<file path="src/rtl/fetch_stage0.sv">
// fetch_stage0: BPF pipeline stage 0. Owns the PC, reads the 1-cycle instruction
// memory, and hands a registered instruction (with a one-entry skid) to stage 1.
//
// Ports:
//   clk, rst (async, active-low)   start           : launch a run at PC 0 (IDLE only)
//   inst_rd_en/addr/data           : instruction memory read port (data one cycle later)
//   stage1_stalled                 : stage 1 cannot take a new instruction this cycle
//   branch_valid/target            : resolved jump target from stage 2
//   opcode/jt/jf/k/imm_lsb_is_zero : registered instruction fields
//   PC_out, valid_out, busy        : source PC, output-live flag, state != IDLE
module fetch_stage0 #(
    parameter int CODE_ADDR_WIDTH = 10
) (
    input  logic                       clk,
    input  logic                       rst,
    input  logic                       start,
    output logic                       inst_rd_en,
    output logic [CODE_ADDR_WIDTH-1:0] inst_rd_addr,
    input  logic [63:0]                inst_rd_data,
    input  logic                       stage1_stalled,
    input  logic                       branch_valid,
    input  logic [CODE_ADDR_WIDTH-1:0] branch_target,
    output logic [15:0]                opcode,
    output logic [7:0]                 jt,
    output logic [7:0]                 jf,
    output logic [31:0]                k,
    output logic                       imm_lsb_is_zero,
    output logic [CODE_ADDR_WIDTH-1:0] PC_out,
    output logic                       valid_out,
    output logic                       busy
);

    localparam int AW = CODE_ADDR_WIDTH;

    typedef enum logic [1:0] {
        IDLE,
        RUN,
        WAIT_BRANCH
    } state_t;

    typedef struct packed {
        logic [15:0]   opcode;
        logic [7:0]    jt;
        logic [7:0]    jf;
        logic [31:0]   k;
        logic [AW-1:0] pc;
    } inst_t;

    state_t        state, state_nx;
    logic [AW-1:0] pc, pc_nx;
    logic [AW-1:0] pend_pc;
    logic          pending;
    logic          skid_valid;
    inst_t         skid;
    inst_t         arr;
    inst_t         out_q;
    logic          lsbz_q;
    logic          arr_jmp;
    logic          arr_ret;

    // The word on the bus belongs to the address issued last cycle.
    assign arr     = {inst_rd_data, pend_pc};
    assign arr_jmp = pending && (arr.opcode[2:0] == 3'b101);
    assign arr_ret = pending && (arr.opcode[2:0] == 3'b110);

    always_comb begin
        state_nx   = state;
        pc_nx      = pc;
        // Holding off issue while a JMP/RET lands keeps at most one word in
        // flight, so the single skid entry can never overflow.
        inst_rd_en = (state == RUN) && !stage1_stalled && !skid_valid
                     && !arr_jmp && !arr_ret;
        unique case (state)
            IDLE: begin
                if (start) begin
                    pc_nx    = '0;
                    state_nx = RUN;
                end
            end
            RUN: begin
                if (arr_jmp) begin
                    state_nx = WAIT_BRANCH;
                end else if (arr_ret) begin
                    state_nx = IDLE;
                end else if (inst_rd_en) begin
                    pc_nx = pc + AW'(1);
                end
            end
            WAIT_BRANCH: begin
                if (branch_valid) begin
                    pc_nx    = branch_target;
                    state_nx = RUN;
                end
            end
            default: state_nx = IDLE;
        endcase
    end

    always_ff @(posedge clk or negedge rst) begin
        if (!rst) begin
            state      <= IDLE;
            pc         <= '0;
            pend_pc    <= '0;
            pending    <= 1'b0;
            skid_valid <= 1'b0;
            skid       <= '0;
            out_q      <= '0;
            valid_out  <= 1'b0;
            lsbz_q     <= 1'b1;
        end else begin
            state   <= state_nx;
            pc      <= pc_nx;
            pending <= inst_rd_en;
            pend_pc <= pc;
            if (!stage1_stalled) begin
                if (skid_valid) begin
                    out_q      <= skid;
                    lsbz_q     <= ~skid.k[0];
                    valid_out  <= 1'b1;
                    skid_valid <= 1'b0;
                end else if (pending) begin
                    out_q     <= arr;
                    lsbz_q    <= ~arr.k[0];
                    valid_out <= 1'b1;
                end else begin
                    valid_out <= 1'b0;
                end
            end else if (pending) begin
                skid       <= arr;
                skid_valid <= 1'b1;
            end
        end
    end

    assign inst_rd_addr    = pc;
    assign opcode          = out_q.opcode;
    assign jt              = out_q.jt;
    assign jf              = out_q.jf;
    assign k               = out_q.k;
    assign PC_out          = out_q.pc;
    assign imm_lsb_is_zero = lsbz_q;
    assign busy            = (state != IDLE);

endmodule

</file>
<file path="config.mk">
export PLATFORM = sky130hd
export DESIGN_NAME = fetch_stage0
export DESIGN_NICKNAME = d
export VERILOG_FILES = /design/src/rtl/fetch_stage0.sv
export SDC_FILE = /design/constraint.sdc
export NUM_CORES = 1
export LEC_CHECK = 0
export ABC_AREA = 1
export CORE_ASPECT_RATIO = 0.8
export CORE_MARGIN = 10
export CORE_UTILIZATION = 45
export DETAILED_ROUTE_END_ITERATION = 8
export PLACE_DENSITY = 0.76
export SYNTH_ARGS = -nofsm -noshare
export SYNTH_HDL_FRONTEND = slang
export SYNTH_SLANG_ARGS = --single-unit
</file>
<file path="constraint.sdc">
create_clock -name clk -period 1.5 [get_ports clk]
set_input_delay 0.3 -clock clk [delete_from_list [all_inputs] [get_ports clk]]
set_output_delay 0.3 -clock clk [all_outputs]
set_load 0.005 [all_outputs]
</file>
==> impl_metrics.ini <==
[run_status]
status = finished with violations
failed_checks = negative setup slack

[place]
gp_congestion = 0.8131
dp_cells = 1113
post-place-ws_ns = -0.5231
port_buffers = 166
dpl.hpwl_um = 12730
place_area_mm2 = 0.009540

[worst_setup_path]
worstPathRequired_ns = 1.20
end_kind = output pin
arrival_ns = 1.48
startpoint_type = register
cp_cell_sequence = buf_4 > ha_4 > nand2_2 > nor2_1 > nand3_1 > inv_2 > buf_6
critPathMaxFanout = 2
setup.worst_path.class = reg -> out
crit_slowest_cell = dfrtp_1
critPathBufInv = 3
critPathTopFamily = flip-flops
slowest_delay_ns = 0.38

[cts]
worst_skew_pair.late_latency_ns = 0.42
cts_buffers = 17
path_clk_slew_ns = 0.07
htree_levels = 4
cts_tree = done
clockBufferDepth = 2
cts_root_buf = clkbuf_16
cts.sinks = 174

[routing]
detailroute.via_count = 6096
routed_wl_um = 20600
first_iter_violations = 377
vias_per_cell = 5.153
wl_per_cell_um = 17.41
drtPass1Iterations = 5
drc_errors = 0
postRouteAntennaNets = 0

[global_routing]
grt_usage_pct = 17.40
grt_pass1_vias = 5968
antenna_found_initial = 0
grt_pass1_wl_um = 30760
grt_max_degree = 76
grt_overflow = 0

[synth]
synth_top_area_share_pct = 59.01
async_reset_ff_share_pct = 100.0
synth_seq_area_share_pct = 59.37
synth_seq_cells = 174
yosys_warnings = 0
synth_common_cells = nand2_1, dfrtp_1, nor2_1
synthFlopType = dfrtp_1
synth_edf_count = 0
yosysMostFrequentCell = nand2_1
synth_cell_types = 23
syn_avg_cell_area_um2 = 10.05
syn_area_mm2 = 0.007336
syn-num-nets = 815
syn_inst = 730
synth_top_area_cell = dfrtp_1
synth.area.top_cells = dfrtp_1, mux2_2, nand2_1

[final_layout]
num_antenna_cells = 0
final_cells = 1183
fin_util_pct = 68.06
area_growth_pct = 47.55
drive_gt1_share_pct = 25.10
fin_nets = 1041
stdcell_area_mm2 = 0.01082
nFillCells = 1152

[sta]
period_minus_slack_ns = 1.784
worst_slew_pin_slew_ns = 0.3628
finalCritPeriodShare_pct = 118.9
setup_viol = 75
rsz0062_at_grt = true
fin_skew_ns = 0.007597
maxSlewViolCount = 0
hold_ws_ns = 0.3309
timing.final.ws_setup_ns = -0.2841
slew_headroom_pct = 75.81
hold_violations = 0
clock.fmax_mhz = 560.5

[die]
dieArea_mm2 = 0.02184
core_region_area_mm2 = 0.01590
initial_core_util_pct = 46.13
io_pins = 167
die_h_um = 134.2
dieWidth_um = 162.8
rows = 41

[power]
power_leakage_nw = 4.946
p_per_area_mw_per_mm2 = 1829
vdd_ir_drop_max_mv = 1.204

[worst_hold_path]
hold_path_class = in -> async

[job]
cap_violations = 0
## per-stage QoR
step	total power, mW	TNS (ns)
after floorplan	10.90	-0.001057
after global routing	21.00	-11.32
after CTS	18.92	-1.273
final	19.80	-5.149
after detailed placement	14.67	-34.26
after global placement	14.41	-31.39
## sequential cells by signal, indices dropped and copies added (netlist names), 2 cells and up
| name | count |
|---|---|
| skid | 74 |
| jt | 8 |
| state | 2 |
| PC_out | 10 |
| opcode | 16 |
| inst_rd_addr | 10 |
| jf | 8 |
| k | 32 |
| pend_pc | 10 |
## layout by cell type, fill, tap and decap left out, types with 6 or more instances in the layout
cell and count:
buf_6 16, nand2_1 204, inv_1 14, o21ai_0 8
clkdlybuf4s50_1 77, nor2_1 64, a31oi_1 73, buf_12 9
dfrtp_1 169, buf_4 45, mux2_2 72, dlygate4sd2_1 85
clkbuf_16 28, nor2_4 9, nor2_2 13, nand3_1 10
a21oi_1 6
## final timing paths
kind	start	end	slack (ns)	cells past startpoint
max	state[0]	inst_rd_en	-0.28	7
min	rst	jf[1]	0.33	2
max reg2reg	pending	jf[4]	-0.11	9
min reg2reg	inst_rd_addr[4]	pend_pc[4]	0.46	0
max in group asynchronous	rst	inst_rd_addr[2]	0.58	3
min in group clk	inst_rd_addr[4]	pend_pc[4]	0.46	0
## area by class of cell
type	count	area (um2)	area share, %
clock inverter	12	162.7	1.503
multi-input combinational	490	2894	26.74
clock buffer	19	432.9	4.000
inverter	23	101.3	0.9363
timing repair buffer	250	2604	24.06
tap	215	269.0	2.485
sequential	174	4360	40.28
## cell families after synthesis
kind of cell,synth area share [%]
AND/OR/NAND/NOR,16.60
flip-flops,59.37
AO/OA/AOI/OAI,7.931
multiplexers,11.05
buffers and inverters,4.025
adder cells (fa/ha/maj),1.023
## metal layers
layer | up-vias | wire, um | global-route usage [%] | part of all wire [%]
met5 | - | 0 | 0 | 0
met1 | 2986 | 9148 | 22.00 | 44
met3 | 16 | 1387 | 5.168 | 6.7
met2 | 193 | 9902 | 28.43 | 48
met4 | 0 | 159 | 4.700 | 0.77
li1 | 2901 | - | - | -
## what timing repair did
| action | 4_1_cts | 5_1_grt |
|---|---|---|
| hold buffers | 1 | 0 |
| pin swaps | 6 | 14 |
| resized for setup | 134 | 61 |
| cloned | 1 | 13 |
| setup buffers | 25 | 11 |
| endpoints found under the setup margin | 100 | 47 |
| endpoints found under the hold margin | 18 | 0 |
## report_power, final
group | switching, mW | internal [mW]
combinational | 3.44 | 4.10
clock | 1.84 | 2.63
sequential | 1.08 | 6.70
total | 6.37 | 13.4
No activity file was read; power rests on OpenSTA's default activity.
